<file path="src/rtl/fifo_tx_serializer.sv">
// Drains a sync FIFO one word at a time and shifts each word out on a
// 3-wire SPI-style link (cs_n/sclk/sdo), mode 0.
// Optional feature: define FIFO_SER_PARITY_EN to append one parity bit per word.
module fifo_tx_serializer #(
  parameter int unsigned DW    = 16,
  parameter int unsigned DIV_W = 8
) (
  input  logic             clk_i,
  input  logic             rst_ni,
  input  logic             ser_en_i,
  input  logic [DIV_W-1:0] clk_div_i,
  input  logic             msb_first_i,
  input  logic             parity_odd_i,
  input  logic             fifo_empty_i,
  input  logic [DW-1:0]    fifo_rd_data_i,
  output logic             fifo_rd_en_o,
  output logic             cs_n_o,
  output logic             sclk_o,
  output logic             sdo_o,
  output logic             busy_o,
  output logic             word_done_o,
  output logic [15:0]      word_cnt_o
);

`ifdef FIFO_SER_PARITY_EN
  localparam int unsigned NBITS = DW + 1;
`else
  localparam int unsigned NBITS = DW;
`endif
  localparam int unsigned CntW = $clog2(NBITS);

  typedef enum logic [1:0] {StIdle, StShift, StGap} state_e;

  state_e           state_q;
  logic [DW-1:0]    sreg_q;
  logic [CntW-1:0]  bit_cnt_q;
  logic [DIV_W-1:0] div_cnt_q;
  logic [DIV_W-1:0] div_q;
  logic             msb_q;
  logic             cs_n_q;
  logic             sclk_q;
  logic             sdo_q;
  logic             word_done_q;
  logic [15:0]      word_cnt_q;

  logic [DW-1:0]    sreg_d;
  logic             next_bit_d;
  logic             first_bit_d;
  logic             div_tc;
  logic             last_bit;

`ifdef FIFO_SER_PARITY_EN
  logic             parity_q;
`else
  logic             unused_parity_odd;
  assign unused_parity_odd = parity_odd_i;
`endif

  // Pop only from IDLE and only when the FIFO holds data, so read errors cannot occur.
  assign fifo_rd_en_o = (state_q == StIdle) & ser_en_i & ~fifo_empty_i;
  assign busy_o       = (state_q != StIdle);
  assign cs_n_o       = cs_n_q;
  assign sclk_o       = sclk_q;
  assign sdo_o        = sdo_q;
  assign word_done_o  = word_done_q;
  assign word_cnt_o   = word_cnt_q;

  // Shift-register next value and the bit that follows the current one on the wire.
  always_comb begin
    div_tc      = (div_cnt_q == div_q);
    last_bit    = (bit_cnt_q == CntW'(NBITS - 1));
    first_bit_d = msb_first_i ? fifo_rd_data_i[DW-1] : fifo_rd_data_i[0];
    sreg_d      = msb_q ? {sreg_q[DW-2:0], 1'b0} : {1'b0, sreg_q[DW-1:1]};
    next_bit_d  = msb_q ? sreg_q[DW-2] : sreg_q[1];
`ifdef FIFO_SER_PARITY_EN
    // After the last data bit the parity bit goes out.
    if (bit_cnt_q == CntW'(DW - 1)) next_bit_d = parity_q;
`endif
  end

  // Frame FSM with registered link outputs; ser_en low aborts to idle from any state.
  always_ff @(posedge clk_i or negedge rst_ni) begin
    if (!rst_ni) begin
      state_q     <= StIdle;
      sreg_q      <= '0;
      bit_cnt_q   <= '0;
      div_cnt_q   <= '0;
      div_q       <= '0;
      msb_q       <= 1'b1;
      cs_n_q      <= 1'b1;
      sclk_q      <= 1'b0;
      sdo_q       <= 1'b0;
      word_done_q <= 1'b0;
      word_cnt_q  <= '0;
`ifdef FIFO_SER_PARITY_EN
      parity_q    <= 1'b0;
`endif
    end else if (!ser_en_i) begin
      // In-flight word is dropped; word_cnt_q is intentionally held.
      state_q     <= StIdle;
      cs_n_q      <= 1'b1;
      sclk_q      <= 1'b0;
      sdo_q       <= 1'b0;
      word_done_q <= 1'b0;
    end else begin
      word_done_q <= 1'b0;
      unique case (state_q)
        StIdle: begin
          if (!fifo_empty_i) begin
            state_q   <= StShift;
            sreg_q    <= fifo_rd_data_i;
            div_q     <= clk_div_i;
            msb_q     <= msb_first_i;
            cs_n_q    <= 1'b0;
            sclk_q    <= 1'b0;
            sdo_q     <= first_bit_d;
            bit_cnt_q <= '0;
            div_cnt_q <= '0;
`ifdef FIFO_SER_PARITY_EN
            parity_q  <= (^fifo_rd_data_i) ^ parity_odd_i;
`endif
          end
        end
        StShift: begin
          if (div_tc) begin
            div_cnt_q <= '0;
            sclk_q    <= ~sclk_q;
            if (sclk_q) begin
              if (last_bit) begin
                state_q     <= StGap;
                cs_n_q      <= 1'b1;
                sdo_q       <= 1'b0;
                word_done_q <= 1'b1;
                word_cnt_q  <= word_cnt_q + 16'd1;
              end else begin
                bit_cnt_q <= bit_cnt_q + CntW'(1);
                sdo_q     <= next_bit_d;
                sreg_q    <= sreg_d;
              end
            end
          end else begin
            div_cnt_q <= div_cnt_q + DIV_W'(1);
          end
        end
        StGap: begin
          if (div_tc) begin
            state_q   <= StIdle;
            div_cnt_q <= '0;
          end else begin
            div_cnt_q <= div_cnt_q + DIV_W'(1);
          end
        end
        default: state_q <= StIdle;
      endcase
    end
  end

endmodule

</file>
<file path="config.mk">
export PLATFORM = sky130hd
export DESIGN_NAME = fifo_tx_serializer
export DESIGN_NICKNAME = d
export VERILOG_FILES = /design/src/rtl/fifo_tx_serializer.sv
export SDC_FILE = /design/constraint.sdc
export NUM_CORES = 1
export LEC_CHECK = 0
export BUFFER_PORTS_ARGS = -buffer_cell sky130_fd_sc_hd__buf_2
export CORE_UTILIZATION = 45
export DETAILED_ROUTE_END_ITERATION = 8
export GPL_TIMING_DRIVEN = 1
export PLACE_DENSITY = 0.66
export SYNTH_ARGS = -nofsm -noshare
export SYNTH_HDL_FRONTEND = slang
export SYNTH_SLANG_ARGS = --single-unit
</file>
<file path="constraint.sdc">
create_clock -name clk_i -period 2.4 [get_ports clk_i]
set_input_delay 0.48 -clock clk_i [delete_from_list [all_inputs] [get_ports clk_i]]
set_output_delay 0.48 -clock clk_i [all_outputs]
set_load 0.1 [all_outputs]
</file>
==> impl_results.md <==
* Run status: completed
* Total of buffers placed on input and output ports at 50
* Initial antenna violation count at 0
* Leftover overflow at the end of global routing at 0
* Critical path endpoint category: primary output
* Largest fanout of any net on the critical path at 8
* Antenna Cells at 0
* Final instance area at 3880 µm²
* Hold buffers post-CTS at 0
* Pin count of the biggest net entering global routing at 44
* Worst Max-Slew Pin Slew at 0.668 ns
* Placed cell area at 3660 µm²
* Post-Route WL at roughly 6.4 mm
* Share of the core filled with cells in the final layout at 0.566
* Unrepaired setup endpoints after global routing: false
* Gate count after technology mapping at approximately 300
* Vias per cell at 5.12
* Overall global routing resource usage at 0.187
* Detailed-router iteration count before antenna repair at 4
* CTS sink count at slightly below 60
* Detailed Place HPWL at 4.66 mm
* Starting density of the core at 0.470
* Syn_nets at 340
* Number of max-capacitance violations reported at 0
* Max Buffers Root-to-Sink at 2
* Final-report setup violation count at 0
* Sequential cell area fraction in the yosys report at 0.458
* Final min period at 2.21 ns
* Arrival time at the worst endpoint at between 1.5 and 2 ns
* Tcrit/Tclk final at 0.920
* Post-cts resize count at 0
* Synthesized area per cell at 10.7 µm²
* Clock tree from TritonCTS: yes
* Final max-slew violation count at 0
* Yosys Warn Count at 0
* Number of flops mapped to enable cells by yosys at 0
* Placement Rows at 30
* Io pins at 52
* Number of hold violations in the final report at 0
* Distinct cell type count of the synthesized netlist at between 40 and 50
* Clock latency of the later-clocked register in the worst-skew pair at approximately 0.33 ns
* Fraction of synthesis flops using an asynchronous set or reset pin at 1.00
* Ys flop type: sky130_fd_sc_hd__dfrtp_1
* Width of the die at ~87 µm
* Worst Clk Skew at about 0.0066 ns
* First-pass GRT wire length at 10.7 mm
* Req. time, crit path at roughly 1.9 ns
* Core outline area at 6870 µm²
* Final setup TNS at 0 ns
* Relative area change from synthesis to final layout at 20.2%
* Wire per inst at around 14 µm
* VDD IR max at 0.000704 V
* Power density relative to cell area at 1110 nW/µm²
* Clock transition at the register clock pins on the worst setup and hold paths after CTS at 0.07 ns
* Total standard cell area after synthesis at 3230 µm²
* FF+latch count, synth at between 50 and 60
* Worst setup path category: flip-flop to primary output
* Via Count at 2389
* Total power after layout at 4.31 mW
* Top achievable clock speed at 453 MHz
* CTS buffer count at 9
* Leakage power summed over all cells at around 1.8 nW
* Root buf cell: sky130_fd_sc_hd__clkbuf_8
* Relative slew slack at 0.553
* Share of cells above drive strength 1 at 0.340
* Vert. Die Dim at ~87 µm
* HP Class: input pin to async pin
* Area of the die at 7520 µm²
* Initial detailed-routing violation count at 158
* Number of routed nets with antenna violations at 0
* Number of remaining DRC errors at 0
* Post-CTS Repair Setup Buffers at 0
* Sort of element at the start of the critical path: flip-flop
* Vias in the first global route at between 2000 and 2500
* Deepest level of the CTS H-tree at 3
* Number of nets in the final layout at a little over 400
* Final GP Congestion at 0.805
## cell usage in the layout, fill, tap and decap left out, types with 2 or more instances in the layout
master | Yosys | routed
sky130_fd_sc_hd__dfrtp_1 | 57 | 52
sky130_fd_sc_hd__buf_2 | 1 | 49
sky130_fd_sc_hd__nand2_1 | 29 | 29
sky130_fd_sc_hd__nor2_1 | 28 | 27
sky130_fd_sc_hd__mux2_2 | 22 | 22
sky130_fd_sc_hd__xnor2_1 | 21 | 21
sky130_fd_sc_hd__mux2i_1 | 21 | 21
sky130_fd_sc_hd__nand3_1 | 19 | 19
sky130_fd_sc_hd__a21oi_1 | 18 | 18
sky130_fd_sc_hd__buf_4 | 1 | 12
sky130_fd_sc_hd__clkbuf_8 | 0 | 11
sky130_fd_sc_hd__mux2_4 | 8 | 8
sky130_fd_sc_hd__nand4_1 | 7 | 7
sky130_fd_sc_hd__o21ai_0 | 7 | 7
sky130_fd_sc_hd__and3_1 | 7 | 7
sky130_fd_sc_hd__ha_1 | 7 | 7
sky130_fd_sc_hd__inv_1 | 5 | 5
sky130_fd_sc_hd__dfrtp_2 | 0 | 5
sky130_fd_sc_hd__nor3_1 | 4 | 4
sky130_fd_sc_hd__o211ai_1 | 3 | 3
sky130_fd_sc_hd__clkinv_2 | 0 | 3
sky130_fd_sc_hd__nor4_1 | 2 | 2
sky130_fd_sc_hd__xor2_1 | 2 | 2
sky130_fd_sc_hd__a22o_1 | 2 | 2
sky130_fd_sc_hd__a31oi_1 | 2 | 2
sky130_fd_sc_hd__nor2b_1 | 2 | 2
sky130_fd_sc_hd__bufinv_16 | 0 | 2
sky130_fd_sc_hd__dfstp_2 | 2 | 2
sky130_fd_sc_hd__buf_12 | 1 | 2
## cells by family after synthesis
kind of cell    synth area share
xor+xnor                  0.0623
fa+ha+maj                 0.0271
simple gates               0.172
buf+inv                   0.0298
flops                      0.458
mux                        0.179
compound gates            0.0724
## Yosys cell counts, types with 2 or more instances
master | number | share of area
sky130_fd_sc_hd__dfrtp_1 | 57 | 0.44
sky130_fd_sc_hd__nand2_1 | 29 | 0.034
sky130_fd_sc_hd__nor2_1 | 28 | 0.033
sky130_fd_sc_hd__mux2_2 | 22 | 0.077
sky130_fd_sc_hd__mux2i_1 | 21 | 0.065
sky130_fd_sc_hd__xnor2_1 | 21 | 0.057
sky130_fd_sc_hd__nand3_1 | 19 | 0.029
sky130_fd_sc_hd__a21oi_1 | 18 | 0.028
sky130_fd_sc_hd__mux2_4 | 8 | 0.037
sky130_fd_sc_hd__and3_1 | 7 | 0.014
sky130_fd_sc_hd__ha_1 | 7 | 0.027
sky130_fd_sc_hd__nand4_1 | 7 | 0.014
sky130_fd_sc_hd__o21ai_0 | 7 | 0.011
sky130_fd_sc_hd__clkbuf_1 | 6 | 0.0070
sky130_fd_sc_hd__inv_1 | 5 | 0.0058
sky130_fd_sc_hd__nor3_1 | 4 | 0.0062
sky130_fd_sc_hd__o211ai_1 | 3 | 0.0070
sky130_fd_sc_hd__a22o_1 | 2 | 0.0054
sky130_fd_sc_hd__a31oi_1 | 2 | 0.0039
sky130_fd_sc_hd__buf_6 | 2 | 0.0070
sky130_fd_sc_hd__dfstp_2 | 2 | 0.016
sky130_fd_sc_hd__nor2b_1 | 2 | 0.0039
sky130_fd_sc_hd__nor4_1 | 2 | 0.0039
sky130_fd_sc_hd__xor2_1 | 2 | 0.0054
## per-stage QoR
step,setup slack (ns),hold slack [ns],instances
6_report,0.192,0.164,467
3_5_place_dp,0.237,0.462,451
3_3_place_gp,0.244,0.457,451
2_1_floorplan,0.00996,0.184,303
5_1_grt,0.0210,0.199,467
4_1_cts,0.149,0.176,467
## final timing paths
check                               startpoint             end  slack (ns)  depth (start not counted)
worst max-delay path                state_q[0]    fifo_rd_en_o        0.19                          5
worst min-delay path                    rst_ni   word_cnt_o[1]        0.16                          1
worst max register to register      state_q[1]       sreg_q[2]        0.23                          8
worst min register to register  word_cnt_o[15]  word_cnt_o[15]        0.46                          1
max in group asynchronous               rst_ni           msb_q        1.61                          2
min in group clk_i                clk_div_i[2]        div_q[2]        0.38                          2
## flip-flops by register name, indices dropped and copies added (netlist names)
| signal | flops |
|---|---|
| word_done_o | 1 |
| word_cnt_o | 16 |
| div_q | 8 |
| sreg_q | 16 |
| cs_n_o | 1 |
| state_q | 2 |
| div_cnt_q | 8 |
| msb_q | 1 |
| sclk_o | 1 |
| bit_cnt_q | 4 |
| sdo_o | 1 |
## layout make-up
cell class                 count  area (µm²)
multi-input combinational    228        1660
clock inverter                 5        75.1
fill                         589        2980
clock buffer                  11         151
inverter                       5        18.8
timing repair buffer          63         375
tap                           96         120
sequential                    59        1490
## per-layer routing
layer	track usage	vias to the layer above	routed length (µm)
met1	0.264	1147	3120
met4	0.0591	0	71
met2	0.278	33	2990
met3	0.0524	6	204
met5	0	-	0
li1	-	1203	-
## power breakdown
part	leakage [nW]	total, mW	internal (mW)	switching (mW)
clock network	0.119	1.01	0.636	0.375
logic	0.970	1.67	0.774	0.900
registers	0.743	1.63	1.31	0.324
total	1.83	4.31	2.72	1.60
## critical path, stage by stage (launching register included)
cell and delay (ns):
sky130_fd_sc_hd__dfrtp_1 0.40, sky130_fd_sc_hd__inv_1 0.11, sky130_fd_sc_hd__ha_1 0.29, sky130_fd_sc_hd__nand2_1 0.15, sky130_fd_sc_hd__nor2_2 0.23, sky130_fd_sc_hd__buf_12 0.21
Note: power is estimated with default switching activity, not from simulation.
